$ cat src/rtl/regfile_arb_pkg.sv
// Shared types and helpers for the register-file write-port arbiter.
package regfile_arb_pkg;

    typedef enum logic [0:0] {ARB, LOCKED} arb_state_e;

    localparam logic [3:0]  REG_ZERO = 4'd0;
    localparam int unsigned ID_W     = 2;

    // Increment modulo the live requester count rather than modulo 2**ID_W.
    function automatic logic [ID_W-1:0] next_ptr(input logic [ID_W-1:0] ptr,
                                                input int unsigned     reqs);
        if (32'(ptr) + 32'd1 >= reqs) begin
            return '0;
        end
        return ptr + ID_W'(1);
    endfunction

endpackage

$ cat src/rtl/rr_priority_picker.sv
// Combinational rotate-and-find-first: grants the first valid bit at or after ptr.
module rr_priority_picker
    import regfile_arb_pkg::*;
#(
    parameter int unsigned REQS = 3
) (
    input  logic [REQS-1:0] valid,
    input  logic [ID_W-1:0] ptr,
    output logic [REQS-1:0] gnt,
    output logic [ID_W-1:0] gnt_idx,
    output logic            any
);

    logic [ID_W-1:0] cand;

    always_comb begin
        gnt     = '0;
        gnt_idx = '0;
        any     = 1'b0;
        cand    = ptr;
        for (int k = 0; k < REQS; k++) begin
            if (!any && valid[cand]) begin
                gnt[cand] = 1'b1;
                gnt_idx   = cand;
                any       = 1'b1;
            end
            cand = next_ptr(cand, REQS);
        end
    end

endmodule

$ cat src/rtl/regfile_write_arbiter.sv
// Round-robin arbiter for the single register-file write port, with bounded burst locking.
module regfile_write_arbiter
    import regfile_arb_pkg::*;
#(
    parameter int unsigned N        = 24,
    parameter int unsigned REQS     = 3,
    parameter int unsigned LOCK_MAX = 8
) (
    input  logic              clk,
    input  logic              rst,
    input  logic [REQS-1:0]   req_valid,
    input  logic [REQS-1:0]   req_lock,
    input  logic [4*REQS-1:0] req_dest,
    input  logic [N*REQS-1:0] req_data,
    output logic [REQS-1:0]   req_ready,
    output logic              reg_write_en,
    output logic [3:0]        reg_write_dest,
    output logic [N-1:0]      reg_write_data,
    output logic [ID_W-1:0]   grant_id,
    output logic              locked
);

    localparam int unsigned      CNT_W    = $clog2(LOCK_MAX + 1);
    localparam logic [CNT_W-1:0] CNT_LAST = CNT_W'(LOCK_MAX - 1);

    arb_state_e       state_q, state_d;
    logic [ID_W-1:0]  rr_ptr_q, rr_ptr_d;
    logic [ID_W-1:0]  owner_q, owner_d;
    logic [CNT_W-1:0] beat_cnt_q, beat_cnt_d;

    logic             write_en_q;
    logic [3:0]       write_dest_q;
    logic [N-1:0]     write_data_q;
    logic [ID_W-1:0]  grant_id_q;
    logic             locked_q;

    logic [REQS-1:0]  pick_gnt;
    logic [ID_W-1:0]  pick_idx;
    logic             pick_any;
    logic [REQS-1:0]  owner_mask;

    logic             accept;
    logic [ID_W-1:0]  acc_idx;
    logic [3:0]       acc_dest;
    logic [N-1:0]     acc_data;
    logic             acc_lock;

    rr_priority_picker #(
        .REQS (REQS)
    ) u_picker (
        .valid   (req_valid),
        .ptr     (rr_ptr_q),
        .gnt     (pick_gnt),
        .gnt_idx (pick_idx),
        .any     (pick_any)
    );

    assign owner_mask = REQS'(1) << owner_q;

    // Ready is a function of state, pointer, owner and valid only.
    always_comb begin
        req_ready = '0;
        accept    = 1'b0;
        acc_idx   = owner_q;
        if (!rst) begin
            unique case (state_q)
                ARB: begin
                    req_ready = pick_gnt;
                    accept    = pick_any;
                    acc_idx   = pick_idx;
                end
                LOCKED: begin
                    req_ready = req_valid & owner_mask;
                    accept    = req_valid[owner_q];
                end
                default: ;
            endcase
        end
    end

    always_comb begin
        acc_dest = '0;
        acc_data = '0;
        acc_lock = 1'b0;
        for (int i = 0; i < REQS; i++) begin
            if (acc_idx == ID_W'(i)) begin
                acc_dest = req_dest[4*i +: 4];
                acc_data = req_data[N*i +: N];
                acc_lock = req_lock[i];
            end
        end
    end

    always_comb begin
        state_d    = state_q;
        rr_ptr_d   = rr_ptr_q;
        owner_d    = owner_q;
        beat_cnt_d = beat_cnt_q;
        if (accept) begin
            unique case (state_q)
                ARB: begin
                    rr_ptr_d = next_ptr(acc_idx, REQS);
                    if (acc_lock && (LOCK_MAX > 1)) begin
                        state_d    = LOCKED;
                        owner_d    = acc_idx;
                        beat_cnt_d = CNT_W'(1);
                    end
                end
                LOCKED: begin
                    // Release on an unlocked beat or once the burst budget is spent.
                    if (!acc_lock || (beat_cnt_q == CNT_LAST)) begin
                        state_d    = ARB;
                        rr_ptr_d   = next_ptr(owner_q, REQS);
                        beat_cnt_d = '0;
                    end else begin
                        beat_cnt_d = beat_cnt_q + CNT_W'(1);
                    end
                end
                default: ;
            endcase
        end
    end

    always_ff @(posedge clk) begin
        if (rst) begin
            state_q    <= ARB;
            rr_ptr_q   <= '0;
            owner_q    <= '0;
            beat_cnt_q <= '0;
        end else begin
            state_q    <= state_d;
            rr_ptr_q   <= rr_ptr_d;
            owner_q    <= owner_d;
            beat_cnt_q <= beat_cnt_d;
        end
    end

    always_ff @(posedge clk) begin
        if (rst) begin
            write_en_q   <= 1'b0;
            write_dest_q <= '0;
            write_data_q <= '0;
            grant_id_q   <= '0;
            locked_q     <= 1'b0;
        end else begin
            // Zero-register beats are consumed but never reach the file.
            write_en_q <= accept && (acc_dest != REG_ZERO);
            locked_q   <= (state_d == LOCKED);
            if (accept) begin
                write_dest_q <= acc_dest;
                write_data_q <= acc_data;
                grant_id_q   <= acc_idx;
            end
        end
    end

    assign reg_write_en   = write_en_q;
    assign reg_write_dest = write_dest_q;
    assign reg_write_data = write_data_q;
    assign grant_id       = grant_id_q;
    assign locked         = locked_q;

endmodule

$ cat config.mk
export PLATFORM = sky130hd
export DESIGN_NAME = regfile_write_arbiter
export DESIGN_NICKNAME = d
export VERILOG_FILES = /design/src/rtl/regfile_arb_pkg.sv /design/src/rtl/rr_priority_picker.sv /design/src/rtl/regfile_write_arbiter.sv
export SDC_FILE = /design/constraint.sdc
export NUM_CORES = 1
export LEC_CHECK = 0
export ABC_AREA = 0
export CAP_MARGIN = 20
export CORE_UTILIZATION = 36
export CTS_CLUSTER_DIAMETER = 80
export DETAILED_ROUTE_END_ITERATION = 16
export PLACE_DENSITY = 0.77
export SLEW_MARGIN = 20
export SYNTH_ARGS = -nofsm -noshare
export SYNTH_HDL_FRONTEND = slang
export SYNTH_SLANG_ARGS = --single-unit
$ cat constraint.sdc
create_clock -name clk -period 2 [get_ports clk]
set_clock_uncertainty 0.15 [all_clocks]
set_input_delay 0.4 -clock clk [delete_from_list [all_inputs] [get_ports clk]]
set_output_delay 0.4 -clock clk [all_outputs]
set_load 0.05 [all_outputs]
==> key figures, run 1 <==
Run status
  – Outcome: finished, violations left
  – Violated checks: DRC, setup timing

Timing
  – Final setup margin: -0.197 ns
  – Fin crit share: 1.10
  – Final setup viols: 34
  – Fmax: 455 MHz
  – Fin crit period: 2.20 ns
  – RSZ-0062 raised after global routing: true
  – Worst slew margin: 0.662
  – Final Hold Vio Count: 0
  – Pin slew with the least headroom to its limit: 0.505 ns
  – Slew Viols, Final: 0
  – Final hold slack: 0.313 ns

Power and ir drop
  – Int Pwr: 2.08 mW
  – Comb power frac: 0.546
  – Leak: 2.09 nW
  – Power density over the cells: 694 nW/µm²
  – Sequential Power Share: 0.289
  – Sw Share: 0.395
  – Switching power: 1.36 mW
  – Clock Power Share: 0.165
  – Pwr Total: 3.45 mW
  – Peak VDD IR: 0.440 mV

Floorplan
  – Die W: 84.0 µm
  – Rows: 29
  – Io pins: 127
  – Initial Utilization: 0.377
  – Core area: 6420 µm²
  – Die ar.: 7060 µm²
  – Die height: 84.0 µm

Clocking
  – Clk root buf: clkbuf_8
  – Clk sinks: 40
  – Clk Latency, worst-skew pair: 0.29 ns
  – Clock Path Buffers: 2
  – CTS Buf Count: 5
  – H-tree depth: 2
  – # hold bufs at CTS: 0
  – Clock Pin Slew Worst Setup and Hold Paths: 0.07 ns
  – CTS tree: built

Placement
  – Buffers on Ports: 126
  – Final HPWL DP: 6.56 mm
  – Final GP Congestion: 0.887

Synthesis
  – Post-synthesis sequential element count: 40
  – EDFF count, synth: 0
  – Cell count after synthesis: 282
  – Synth warnings: 0
  – Syn avg cell area: 8.59 µm²
  – Net count after synthesis: 375
  – Mapped Area: 2420 µm²
  – Top FF cell, synth: dfxtp_1
  – Async SR Flop Fraction: 0
  – Sequential area share after synthesis: 0.331
  – Yosys cell types: 53

Worst setup path
  – CP max stage cell: dfxtp_4
  – Worst setup SP type: flop
  – Worst path arrival time: 2.29 ns
  – Worst path cell trace: and2b_2 -> a221o_1 -> nand2_4 -> buf_8 -> or3_1 -> a21boi_1 -> a21o_1
  – Crit path buffers/inverters: 1
  – Reg2Reg Setup Slack: -0.20 ns
  – Max stage delay on crit path: 0.37 ns
  – Worst EP required: 2.09 ns
  – Crit path max-delay family: simple AND/OR/NAND/NOR gates
  – Critical path type: flop to flop
  – Critical-path maximum fanout: 6
  – Crit. End Element: flop

Detailed routing
  – Total Routed Length: 11.9 mm
  – Vias/cell: 6.07
  – Residual DRC: 14
  – Wirelength per Cell: 21.7 µm
  – Antenna viol nets, final: 0
  – Initial DRC count: 267
  – Vias: 3333
  – 1st-pass router iterations: 11

Global routing
  – First-pass GRT wire length: 14.7 mm
  – Initial antenna violation count: 0
  – Largest net degree at the start of global routing: 30
  – Vias in the first global route: 2968
  – GRT overflow: 0
  – GRT Total Usage: 0.264

Layout
  – Share of layout cells above drive strength 1: 0.470
  – Diodes inserted: 0
  – Area growth, synth to finish: 105%
  – Layout net count: 564

Run
  – Max Cap Violations: 0

Worst hold path
  – Hold crit path type: flop to flop
what timing repair did:
action	in CTS	in global routing
cloned	2	4
gates resized for setup	71	78
setup buffers	12	16
setup endpoints to repair	43	41
pin swaps	20	38
power groups by stage:
stage / combinational [mW] / sequential [mW] / clock (mW)
floorplan: 0.491 / 1.33 / 0
global placement: 1.39 / 0.991 / 0
detailed placement: 1.41 / 0.993 / 0
CTS: 1.60 / 0.981 / 0.565
global route: 1.95 / 1.01 / 0.600
finish: 1.88 / 0.997 / 0.568
routing by layer:
layer / routed length (µm) / part of all wire / vias to the layer above / global-route usage
met2: 6080 / 0.51 / 230 / 0.471
met5: 0 / 0 / - / 0
met1: 4460 / 0.37 / 1596 / 0.308
met3: 735 / 0.062 / 71 / 0.0465
li1: - / - / 1436 / -
met4: 646 / 0.054 / 0 / 0.111
final timing paths:
check                                                     start                         endpoint  cells after the start
worst min register to register  reg_write_data[18]$_SDFFE_PP0P_  reg_write_data[18]$_SDFFE_PP0P_                      2
worst max-delay path                    owner_q[1]$_SDFFE_PP0P_       beat_cnt_q[3]$_SDFFE_PP0P_                      7
worst max register to register          owner_q[1]$_SDFFE_PP0P_       beat_cnt_q[3]$_SDFFE_PP0P_                      7
worst min-delay path            reg_write_data[18]$_SDFFE_PP0P_  reg_write_data[18]$_SDFFE_PP0P_                      2
tightest hold or removal path, stage by stage (launching register included):
cell and delay, ns:
dfxtp_1 0.31, nand3_1 0.06, o21ai_1 0.05
cells in the final DEF, fill, tap and decap left out, drive strengths merged, types with 2 or more instances in the layout:
| cell type | n |
|---|---|
| a211oi | 3 |
| a21boi | 2 |
| a21o | 3 |
| a21oi | 13 |
| a22oi | 29 |
| a31o | 2 |
| a31oi | 2 |
| and2 | 3 |
| buf | 109 |
| clkbuf | 13 |
| clkdlybuf4s15 | 2 |
| clkdlybuf4s50 | 87 |
| dfxtp | 40 |
| inv | 5 |
| mux2 | 27 |
| nand2 | 17 |
| nand3 | 30 |
| nand4 | 2 |
| nor2 | 12 |
| nor2b | 5 |
| nor3 | 2 |
| nor3b | 3 |
| o21a | 4 |
| o21ai | 37 |
| or3 | 3 |
cells in the mapped netlist (4+ instances only):
master | n | area, µm²
inv_1 | 5 | 18.8
mux2_2 | 11 | 124
o21ai_0 | 13 | 65.1
nand2_1 | 15 | 56.3
nand3_1 | 29 | 145
clkbuf_1 | 7 | 26.3
buf_6 | 5 | 56.3
o21a_1 | 4 | 30.0
dfxtp_1 | 40 | 801
nor2_1 | 10 | 37.5
mux2_1 | 16 | 180
buf_2 | 9 | 45.0
a21oi_1 | 11 | 55.1
o21ai_1 | 22 | 110
nor2b_1 | 5 | 31.3
a22oi_1 | 29 | 218
per-stage QoR:
step / cells / area, µm² / setup WS [ns] / TNS, ns / utilization
2_1_floorplan: 282 / 2470 / -0.0231 / -0.224 / -
3_3_place_gp: 508 / 4010 / -0.555 / -21.09 / 0.624
3_5_place_dp: 508 / 4010 / -0.648 / -24.25 / 0.624
4_1_cts: 530 / 4510 / -0.0817 / -0.260 / 0.702
5_1_grt: 549 / 4970 / -0.268 / -4.33 / 0.773
6_report: 549 / 4970 / -0.197 / -2.43 / 0.773
area by class of cell:
cell class | instances | area, µm²
multi-input combinational | 215 | 1880
tap | 77 | 96.3
inverter | 5 | 21.3
sequential | 40 | 813
fill | 377 | 1460
timing repair buffer | 204 | 2070
clock buffer | 8 | 90.1
registers in the layout, indices dropped and copies added, names as in the netlist:
register	cells
rr_ptr_q	2
beat_cnt_q	4
grant_id	2
reg_write_en	1
locked	1
reg_write_data	24
reg_write_dest	4
owner_q	2
logic make-up after synthesis:
group	synth area share
adders and majority gates	0.00516
DFF	0.331
AOI/OAI and AO/OA	0.283
and+or+nand+nor	0.189
buffers and inverters	0.0635
muxes	0.130
Power figures use the tool's default switching activity.
==> inputs of run 2 (changes only) <==
MAX_ROUTING_LAYER = met4   (was unset)
==> run 2 against run 1 <==
Effect of this change: the flow still finishes with violations (DRC, setup timing); first-iteration DRC count down 21%; cell area fell by 0.18%; flip-flop and latch count is the same; final cell count down 0.55%; sequential power fell by 0.5%; non-clock buffer count is 3 lower; core utilization fell by 0.14 points; wire length fell by 1.7%; fmax rose by 2.0%; highest routed layer unchanged; critical path type unchanged.
==> key figures, run 2 (synthesized netlist as in run 1, its figures left out) <==
Clocking
  – Clk Latency, worst-skew pair: 0.30 ns (was 0.29 ns)
  – CTS tree: built (unchanged)
  – Clock Pin Slew Worst Setup and Hold Paths: 0.09 ns (was 0.07 ns)
  – Clk root buf: clkbuf_8 (unchanged)
  – CTS Buf Count: 5 (unchanged)
  – # hold bufs at CTS: 0 (unchanged)
  – H-tree depth: 2 (unchanged)
  – Clk sinks: 40 (unchanged)
  – Clock Path Buffers: 2 (unchanged)

Worst setup path
  – Critical path type: flop to flop (unchanged)
  – Worst reg2reg startpoint: rr_ptr_q[0]$_SDFFE_PP0P_ (was owner_q[1]$_SDFFE_PP0P_)
  – Worst path cell trace: buf_6 -> a21boi_4 -> buf_4 -> buf_6 -> o41a_1 -> nand2_2 -> buf_12 -> nor3b_2 -> o21ai_1 -> a21bo_1 (was and2b_2 -> a221o_1 -> nand2_4 -> buf_8 -> or3_1 -> a21boi_1 -> a21o_1)
  – Reg2Reg Setup Slack: -0.15 ns (was -0.20 ns)
  – CP max stage cell: dfxtp_4 (unchanged)
  – Crit path max-delay family: compound AO/OA/AOI/OAI gates (was simple AND/OR/NAND/NOR gates)
  – Crit path buffers/inverters: 4 (was 1)
  – Worst EP required: 2.05 ns (was 2.09 ns)
  – Worst path arrival time: 2.20 ns (was 2.29 ns)
  – Max stage delay on crit path: 0.39 ns (was 0.37 ns)
  – Critical-path maximum fanout: 6 (unchanged)
  – CP most frequent cell: buf_6
  – R2R depth: 10 (was 7)
  – Crit. End Element: flop (unchanged)
  – Worst R2R End: beat_cnt_q[2]$_SDFFE_PP0P_ (was beat_cnt_q[3]$_SDFFE_PP0P_)
  – Worst setup SP type: flop (unchanged)

Detailed routing
  – Vias/cell: 5.94 (was 6.07)
  – Wirelength per Cell: 21.5 µm (was 21.7 µm)
  – Residual DRC: 14 (unchanged)
  – Vias: 3244 (was 3333)
  – Initial DRC count: 212 (was 267)
  – 1st-pass router iterations: 11 (unchanged)
  – Antenna viol nets, final: 0 (unchanged)
  – Total Routed Length: 11.7 mm (was 11.9 mm)

Global routing
  – GRT Total Usage: 0.274 (was 0.264)
  – Vias in the first global route: 2997 (was 2968)
  – Initial antenna violation count: 0 (unchanged)
  – GRT overflow: 0 (unchanged)
  – First-pass GRT wire length: 14.9 mm (was 14.7 mm)
  – Largest net degree at the start of global routing: 30 (unchanged)

Timing
  – Fin crit share: 1.08 (was 1.10)
  – Worst slew margin: 0.663 (was 0.662)
  – Slew Viols, Final: 0 (unchanged)
  – Fin crit period: 2.15 ns (was 2.20 ns)
  – Fmax: 464 MHz (was 455 MHz)
  – Final hold slack: 0.316 ns (was 0.313 ns)
  – Final Hold Vio Count: 0 (unchanged)
  – Final setup margin: -0.155 ns (was -0.197 ns)
  – Final setup viols: 30 (was 34)
  – Pin slew with the least headroom to its limit: 0.504 ns (was 0.505 ns)
  – RSZ-0062 raised after global routing: true (unchanged)

Placement
  – Final GP Congestion: 0.945 (was 0.887)
  – Buffers on Ports: 126 (unchanged)
  – Final HPWL DP: 6.79 mm (was 6.56 mm)

Worst hold path
  – Hold crit path type: flop to flop (unchanged)
  – Hold_sp: reg_write_data[22]$_SDFFE_PP0P_ (was reg_write_data[18]$_SDFFE_PP0P_)
  – Hold depth: 2 (unchanged)
  – Hold Crit Endpoint: reg_write_data[22]$_SDFFE_PP0P_ (was reg_write_data[18]$_SDFFE_PP0P_)

Power and ir drop
  – Pwr Total: 3.54 mW (was 3.45 mW)
  – Leak: 2.09 nW (about the same)
  – Power density over the cells: 714 nW/µm² (was 694 nW/µm²)
  – Peak VDD IR: 0.471 mV (was 0.440 mV)

Floorplan
  – Io pins: 127 (unchanged)
  – Die ar.: 7060 µm² (unchanged)
  – Initial Utilization: 0.377 (unchanged)
  – Core area: 6420 µm² (unchanged)
  – Die height: 84.0 µm (unchanged)
  – Die W: 84.0 µm (unchanged)
  – Rows: 29 (unchanged)

Layout
  – Layout net count: 561 (was 564)
  – Share of layout cells above drive strength 1: 0.475 (was 0.470)
  – Max reg flops: 24 (unchanged)
  – Diodes inserted: 0 (unchanged)
  – Commonest non-fill, non-tap cell in the layout: clkdlybuf4s50_1 (unchanged)
  – Commonest non-fill, non-tap cells in the layout: clkdlybuf4s50_1 (87), buf_4 (80), dfxtp_1 (35) (was clkdlybuf4s50_1 (87), buf_4 (78), dfxtp_1 (36))
  – Area growth, synth to finish: 105% (about the same)

Run status
  – Outcome: finished, violations left (unchanged)
  – Violated checks: DRC, setup timing (unchanged)

Run
  – Max Cap Violations: 0 (unchanged)
==> run 2: metrics by stage <==
stage | area [µm²] | setup WS (ns) | instances | util | setup TNS, ns
finish | 4960 | -0.155 | 546 | 0.772 | -2.07
global route | 4960 | -0.203 | 546 | 0.772 | -4.00
CTS | 4460 | -0.0950 | 529 | 0.695 | -0.611
detailed placement | 4020 | -0.626 | 509 | 0.626 | -22.83
global placement | 4020 | -0.523 | 509 | 0.626 | -20.13
floorplan | 2470 | -0.0231 | 282 | - | -0.224
==> run 2: layer usage <==
| metal | vias up | part of all wire | global-route usage |
|---|---|---|---|
| li1 | 1426 | - | - |
| met1 | 1578 | 0.37 | 0.317 |
| met2 | 187 | 0.53 | 0.490 |
| met3 | 53 | 0.055 | 0.0326 |
| met4 | 0 | 0.043 | 0.0940 |
| met5 | - | 0 | - |
==> run 2: area by class of cell <==
type	instances	area, µm²
well taps	77	96.3
flip-flops and latches	40	817
inverters	5	18.8
fillers	382	1460
multi-input cells	215	1910
clock buffers	8	121
repair buffers	201	1990
==> run 2: worst register-to-register path: cells and delay by family, from the launching register on <==
family	cells	cell delay, ns
simple gates	2	0.23
compound gates	4	0.80
flops	1	0.39
buf+inv	4	0.51
==> run 2: report_power, final <==
part | switching [mW] | total, mW | internal [mW]
Clock | 0.313 | 0.704 | 0.391
Sequential | 0.0817 | 0.992 | 0.910
Combinational | 0.983 | 1.85 | 0.864
Total | 1.38 | 3.54 | 2.17
==> run 2: worst max path at each step <==
stage                             start  slack [ns]                               to  depth (start not counted)
6_report       rr_ptr_q[0]$_SDFFE_PP0P_       -0.15       beat_cnt_q[2]$_SDFFE_PP0P_                         10
5_1_grt        rr_ptr_q[0]$_SDFFE_PP0P_       -0.20   reg_write_dest[3]$_SDFFE_PP0P_                         10
4_1_cts        rr_ptr_q[0]$_SDFFE_PP0P_       -0.09                     req_ready[2]                          8
3_5_place_dp               req_valid[0]       -0.63  reg_write_data[10]$_SDFFE_PP0P_                          8
3_3_place_gp               req_valid[0]       -0.52   reg_write_data[1]$_SDFFE_PP0P_                          8
2_1_floorplan       locked$_SDFFE_PP0P_       -0.02  reg_write_data[19]$_SDFFE_PP0P_                          8
==> run 2: repair_timing <==
action / in CTS / in global routing
buffers inserted: 12 / 14
pin swaps: 10 / 33
cloned: 0 / 4
endpoints found under the setup margin: 43 / 41
resized for setup: 73 / 77
